==> src/rtl/countdown_timer_param.sv <==
// Parametrised BCD countdown timer with load, start/restart, pause/resume,
// an expired flag, a timed beep pulse and registered seven-segment outputs.
module countdown_timer_param #(
    parameter int CLK_HZ         = 50000000,
    parameter int TICK_HZ        = 1,
    parameter int DIGITS         = 2,
    parameter int START_VAL      = 30,
    parameter int BEEP_CYCLES    = 25000000,
    parameter int SEG_ACTIVE_LOW = 1
) (
    input  logic                  clock,
    input  logic                  reset,
    input  logic                  start,
    input  logic                  pause,
    input  logic                  load_en,
    input  logic [4*DIGITS-1:0]   load_val,
    output logic [4*DIGITS-1:0]   time_bcd,
    output logic [7*DIGITS-1:0]   segs,
    output logic                  running,
    output logic                  expired,
    output logic                  beep
);

    localparam int DIV = CLK_HZ / TICK_HZ;
    localparam int PW  = (DIV > 1) ? $clog2(DIV) : 1;
    localparam int BW  = $clog2(BEEP_CYCLES + 1);
    localparam int TW  = 4 * DIGITS;
    localparam int SW  = 7 * DIGITS;

    localparam logic [1:0] IDLE   = 2'd0;
    localparam logic [1:0] RUN    = 2'd1;
    localparam logic [1:0] PAUSED = 2'd2;
    localparam logic [1:0] DONE   = 2'd3;

    function automatic logic [TW-1:0] to_bcd(input int v);
        logic [TW-1:0] r;
        int            x;
        r = '0;
        x = v;
        for (int i = 0; i < DIGITS; i++) begin
            r[4*i +: 4] = 4'(x % 10);
            x           = x / 10;
        end
        return r;
    endfunction

    function automatic logic [TW-1:0] clamp_bcd(input logic [TW-1:0] v);
        logic [TW-1:0] r;
        for (int i = 0; i < DIGITS; i++) begin
            r[4*i +: 4] = (v[4*i +: 4] > 4'd9) ? 4'd9 : v[4*i +: 4];
        end
        return r;
    endfunction

    // Decrement by one; a zero digit wraps to 9 and borrows from the digit above.
    function automatic logic [TW-1:0] bcd_dec(input logic [TW-1:0] v);
        logic [TW-1:0] r;
        logic          borrow;
        r      = v;
        borrow = 1'b1;
        for (int i = 0; i < DIGITS; i++) begin
            if (borrow) begin
                if (v[4*i +: 4] == 4'd0) begin
                    r[4*i +: 4] = 4'd9;
                end else begin
                    r[4*i +: 4] = v[4*i +: 4] - 4'd1;
                    borrow      = 1'b0;
                end
            end
        end
        return r;
    endfunction

    function automatic logic [6:0] seg7(input logic [3:0] d);
        logic [6:0] s;
        case (d)
            4'd0:    s = 7'h3F;
            4'd1:    s = 7'h06;
            4'd2:    s = 7'h5B;
            4'd3:    s = 7'h4F;
            4'd4:    s = 7'h66;
            4'd5:    s = 7'h6D;
            4'd6:    s = 7'h7D;
            4'd7:    s = 7'h07;
            4'd8:    s = 7'h7F;
            4'd9:    s = 7'h6F;
            default: s = 7'h00;
        endcase
        return s;
    endfunction

    function automatic logic [SW-1:0] encode(input logic [TW-1:0] v);
        logic [SW-1:0] r;
        for (int i = 0; i < DIGITS; i++) begin
            r[7*i +: 7] = seg7(v[4*i +: 4]) ^ {7{SEG_ACTIVE_LOW != 0}};
        end
        return r;
    endfunction

    localparam logic [TW-1:0] START_BCD = to_bcd(START_VAL);
    localparam logic [TW-1:0] BCD_ONE   = TW'(1);
    localparam logic [PW-1:0] PRE_LAST  = PW'(DIV - 1);
    localparam logic [BW-1:0] BEEP_LEN  = BW'(BEEP_CYCLES);

    logic [1:0]    state, state_n;
    logic [PW-1:0] presc, presc_n;
    logic [TW-1:0] preset, preset_n;
    logic [TW-1:0] count_p0, count_n;
    logic [SW-1:0] segs_p1;
    logic [BW-1:0] beep_cnt, beep_cnt_n;
    logic          beep_n;
    logic          tick;

    always_comb begin
        state_n    = state;
        presc_n    = presc;
        preset_n   = preset;
        count_n    = count_p0;
        beep_cnt_n = beep_cnt;
        beep_n     = 1'b0;
        tick       = (presc == PRE_LAST);
        if (load_en) begin
            preset_n   = clamp_bcd(load_val);
            count_n    = clamp_bcd(load_val);
            presc_n    = '0;
            state_n    = IDLE;
            beep_cnt_n = '0;
        end else if (start) begin
            count_n = preset;
            presc_n = '0;
            if (preset != '0) begin
                state_n    = RUN;
                beep_cnt_n = '0;
            end else begin
                state_n    = DONE;
                beep_cnt_n = BEEP_LEN;
            end
        end else begin
            case (state)
                RUN: begin
                    // Pause wins over a coinciding tick, so the held prescaler never skips.
                    if (pause) begin
                        state_n = PAUSED;
                    end else if (tick) begin
                        presc_n = '0;
                        if (count_p0 == BCD_ONE) begin
                            count_n    = '0;
                            state_n    = DONE;
                            beep_cnt_n = BEEP_LEN;
                        end else begin
                            count_n = bcd_dec(count_p0);
                        end
                    end else begin
                        presc_n = presc + 1'b1;
                    end
                end
                PAUSED: begin
                    if (!pause) state_n = RUN;
                end
                DONE: begin
                    if (beep_cnt != '0) begin
                        beep_n     = 1'b1;
                        beep_cnt_n = beep_cnt - 1'b1;
                    end
                end
                default: ;
            endcase
        end
    end

    // Stage p0: control state and count; stage p1: segment patterns from the count.
    always_ff @(posedge clock or negedge reset) begin
        if (!reset) begin
            state    <= IDLE;
            presc    <= '0;
            preset   <= START_BCD;
            count_p0 <= START_BCD;
            beep_cnt <= '0;
            beep     <= 1'b0;
            running  <= 1'b0;
            expired  <= 1'b0;
            segs_p1  <= encode(START_BCD);
        end else begin
            state    <= state_n;
            presc    <= presc_n;
            preset   <= preset_n;
            count_p0 <= count_n;
            beep_cnt <= beep_cnt_n;
            beep     <= beep_n;
            running  <= (state_n == RUN);
            expired  <= (state_n == DONE);
            segs_p1  <= encode(count_p0);
        end
    end

    assign time_bcd = count_p0;
    assign segs     = segs_p1;

endmodule

==> config.mk <==
export PLATFORM = sky130hd
export DESIGN_NAME = countdown_timer_param
export DESIGN_NICKNAME = d
export VERILOG_FILES = /design/src/rtl/countdown_timer_param.sv
export SDC_FILE = /design/constraint.sdc
export NUM_CORES = 1
export LEC_CHECK = 0
export CORE_MARGIN = 4
export CORE_UTILIZATION = 53
export CTS_BUF_LIST = sky130_fd_sc_hd__clkbuf_16
export CTS_CLUSTER_SIZE = 12
export DETAILED_ROUTE_END_ITERATION = 8
export PLACE_DENSITY = 0.75
export SYNTH_ARGS = -nofsm -noshare
export SYNTH_HDL_FRONTEND = slang
export SYNTH_SLANG_ARGS = --single-unit
==> constraint.sdc <==
create_clock -name clock -period 2.4 [get_ports clock]
set_input_delay 0.36 -clock clock [delete_from_list [all_inputs] [get_ports clock]]
set_output_delay 0.36 -clock clock [all_outputs]
set_load 0.03 [all_outputs]
==> out/results.tsv <==
stage	metric	value	unit
floorplan	cell row count	34	
synth	ys async rst share	100.0	%
floorplan	die width	102.9	um
drt	M1 WL	5325	um
worst_hold_path	worst hold path class	in2async	
clock_network	Worst-path clk slew	0.06	ns
finish	# nets final	671	
drt	met3 wire length	486	um
synth	synth top area cells	dfrtp_1 (41%), ha_1 (5.0%), nor2_1 (4.9%)	
synth	area share of and/or/nand/nor cells after synthesis	24.10	%
power_and_ir_drop	IR drop worst, VDD	0.5772	mV
status	failing checks	negative setup slack	
finish	Antenna diodes	0	
synth	synthesized area	0.004776	mm^2
floorplan	Core Box Area	0.008763	mm^2
finish	# fillers	641	
sta	RSZ-0062 raised after global routing	yes	
clock_network	CTS Buf Count	9	
sta	max-slew violations	0	
grt	antenna violations before repair	0	
worst_setup_path	worst path arrival time	2.72	ns
sta	Final min period	2.465	ns
synth	syn avg cell area	9.062	um^2
worst_setup_path	CP required	2.66	ns
sta	Setup-failing EPs final	7	
finish	share of cells above drive strength 1	22.98	%
floorplan	die area	0.01059	mm^2
sta	hold slack	0.01193	ns
sta	fin crit share	102.7	%
synth	largest family of logic cells by synthesized area	simple AND/OR/NAND/NOR gates	
drt	WL/cell	16.74	um
placement	placed cell areas	0.005814	mm^2
run	Max Cap Viol	0	
synth	Post-Synth Adder-Cell Area	4.978	%
power_and_ir_drop	leakage	2.784	nW
synth	Synth Area in XOR/XNOR	3.851	%
synth	number of flops mapped to enable cells by yosys	0	
placement	pre-CTS setup slack	-0.09266	ns
floorplan	Ports	38	
clock_network	CTS sink cnt	86	
floorplan	die height	102.9	um
grt	grt total ovfl	0	
placement	Detailed Place HPWL	8691	um
drt	DR top layer	met4	
drt	Vias per Instance	5.935	
drt	Routed Antenna Nets	0	
sta	Slew headroom	62.10	%
worst_setup_path	Startpoint Class	register	
grt	vias in the first global route	4430	
sta	Clock Skews	0.007666	ns
synth	commonest cells in the netlist	dfrtp_1 (79), nor2_1 (62), a21oi_1 (41), nand2_1 (41), o21ai_0 (40)	
synth	largest area contributor in the netlist	dfrtp_1	
clock_network	H-tree depth	3	
drt	drt total wl	12590	um
grt	GRT Overall Usage	24.41	%
synth	sequential share of the synthesized area	45.24	%
drt	via count	4463	
synth	Yosys reg bits	86	
synth	Syn Nets	559	
worst_setup_path	Crit. End Element	register	
sta	slew of the pin with the lowest slew margin	0.5685	ns
finish	Layout area overhead	32.30	%
synth	most common cell in the netlist	dfrtp_1	
drt	TritonRoute pass-1 iters	5	
clock_network	clk_lat worst skew	0.34	ns
placement	port bufs	37	
worst_setup_path	Reg2Reg Depth	9	
sta	PnR worst setup slack	-0.06541	ns
worst_setup_path	worst-path fanout max	9	
drt	Detail Route met2 WL	6627	um
synth	Synth warnings	0	
clock_network	Root Buffer	clkbuf_16	
drt	DR iter-0 viols	212	
status	status	complete, but fails checks	
power_and_ir_drop	Tot Pwr	4.392	mW
finish	post-route design area	0.006319	mm^2
sta	Hold Vio Cnt, Final	0	
grt	largest net degree at the start of global routing	45	
synth	area fraction of the dominant cell type after synthesis	41.39	%
synth	Synth Flop Type	dfrtp_1	
synth	synth unique cells	61	
drt	DRC viols	0	
power_and_ir_drop	PwrDens	695.1	mW/mm^2
synth	Gate Count Post-Synth	527	
grt	first-pass GRT wire length	20690	um
placement	Final Wtd Congestion	0.9230	
floorplan	Initial Utilization	54.50	%
synth	post-synthesis compound-gate area fraction	17.26	%
worst_setup_path	critical path class	reg2reg	
sta	fmax	405.6	MHz
clock_network	clock tree buffer depth	2	
clock_network	CTS tree	yes	
synth	mux share of post-synthesis cell area	0.2358	%
-- metal layers --
| metal | vias to the layer above | global-route usage (%) |
|---|---|---|
| met2 | 120 | 43.02 |
| met1 | 2208 | 30.36 |
| met4 | 0 | 6.375 |
| met5 | - | 0 |
| met3 | 13 | 5.210 |
| li1 | 2122 | - |
-- logic make-up after synthesis --
group | Yosys count
and+or+nand+nor | 218
buffers and inverters | 46
adders and majority gates | 19
DFF | 86
muxes | 1
AOI/OAI and AO/OA | 136
xor gates and xnor gates | 21
-- worst max-delay path, stage by stage (launching register included) --
cell	delay (ns)
dfstp_2	0.38
inv_2	0.07
ha_4	0.14
nor3b_4	0.27
nand3_2	0.13
or4b_4	0.51
a21o_1	0.22
buf_12	0.14
or4_1	0.39
a21oi_1	0.14
-- final timing paths --
kind                                         start                 endpoint  slack (ns)
max                        time_bcd[4]$_DFFE_PN1P_  beep_cnt[8]$_DFFE_PN0P_       -0.07
min                                          reset        segs[8]$_DFF_PN0_        0.01
max reg2reg                time_bcd[4]$_DFFE_PN1P_  beep_cnt[8]$_DFFE_PN0P_       -0.07
min reg2reg                  preset[5]$_DFFE_PN1P_    preset[5]$_DFFE_PN1P_        0.50
max in group asynchronous                    reset        running$_DFF_PN0_        1.75
min in group clock           preset[5]$_DFFE_PN1P_    preset[5]$_DFFE_PN1P_        0.50
-- what timing repair did --
action,CTS,global route
pin swaps,2,9
setup buffers,4,5
resized for setup,0,28
hold buffers,0,0
endpoints found under the hold margin,0,0
setup endpoints to repair,4,33
gates cloned,0,0
-- final cells by class --
cell class,count,area [um^2],share of cell area [%]
repair buffers,121,1047,16.57
clock buffers,9,225.2,3.564
flip-flops and latches,86,2161,34.20
inverters,26,100.1,1.584
clock inverters,7,90.09,1.426
well taps,108,135.1,2.139
multi-input cells,395,2560,40.51
-- placed cells by master (no fill, tap or decap), types with 9 or more instances in the layout --
cell type,instances
dfrtp_1,79
buf_4,79
nor2_1,58
nand2_1,41
a21oi_1,37
clkdlybuf4s50_1,36
o21ai_0,29
inv_1,25
ha_1,17
nor3_1,16
a31oi_1,14
nand3_1,12
xor2_1,11
xnor2_1,10
nand4_1,9
clkbuf_16,9
-- state kept, by name, summed over array words and instances (netlist names) --
name / flops
state: 2
beep: 1
beep_cnt: 25
running: 1
expired: 1
time_bcd: 8
presc: 26
segs: 14
preset: 8
-- report_power, final --
part / switching (mW) / internal, mW
Clock: 0.574 / 0.908
Sequential: 0.0843 / 1.60
Combinational: 0.697 / 0.525
-- per-stage QoR --
stage                      TNS, ns  utilization [%]  instances
after floorplan            -0.2804                -        527
after global placement     -0.1063            66.35        727
after detailed placement   -0.6657            66.35        727
after CTS                 -0.08248            70.29        747
after global routing        -1.746            72.10        752
final                      -0.1858            72.10        752
Power figures use the tool's default switching activity.
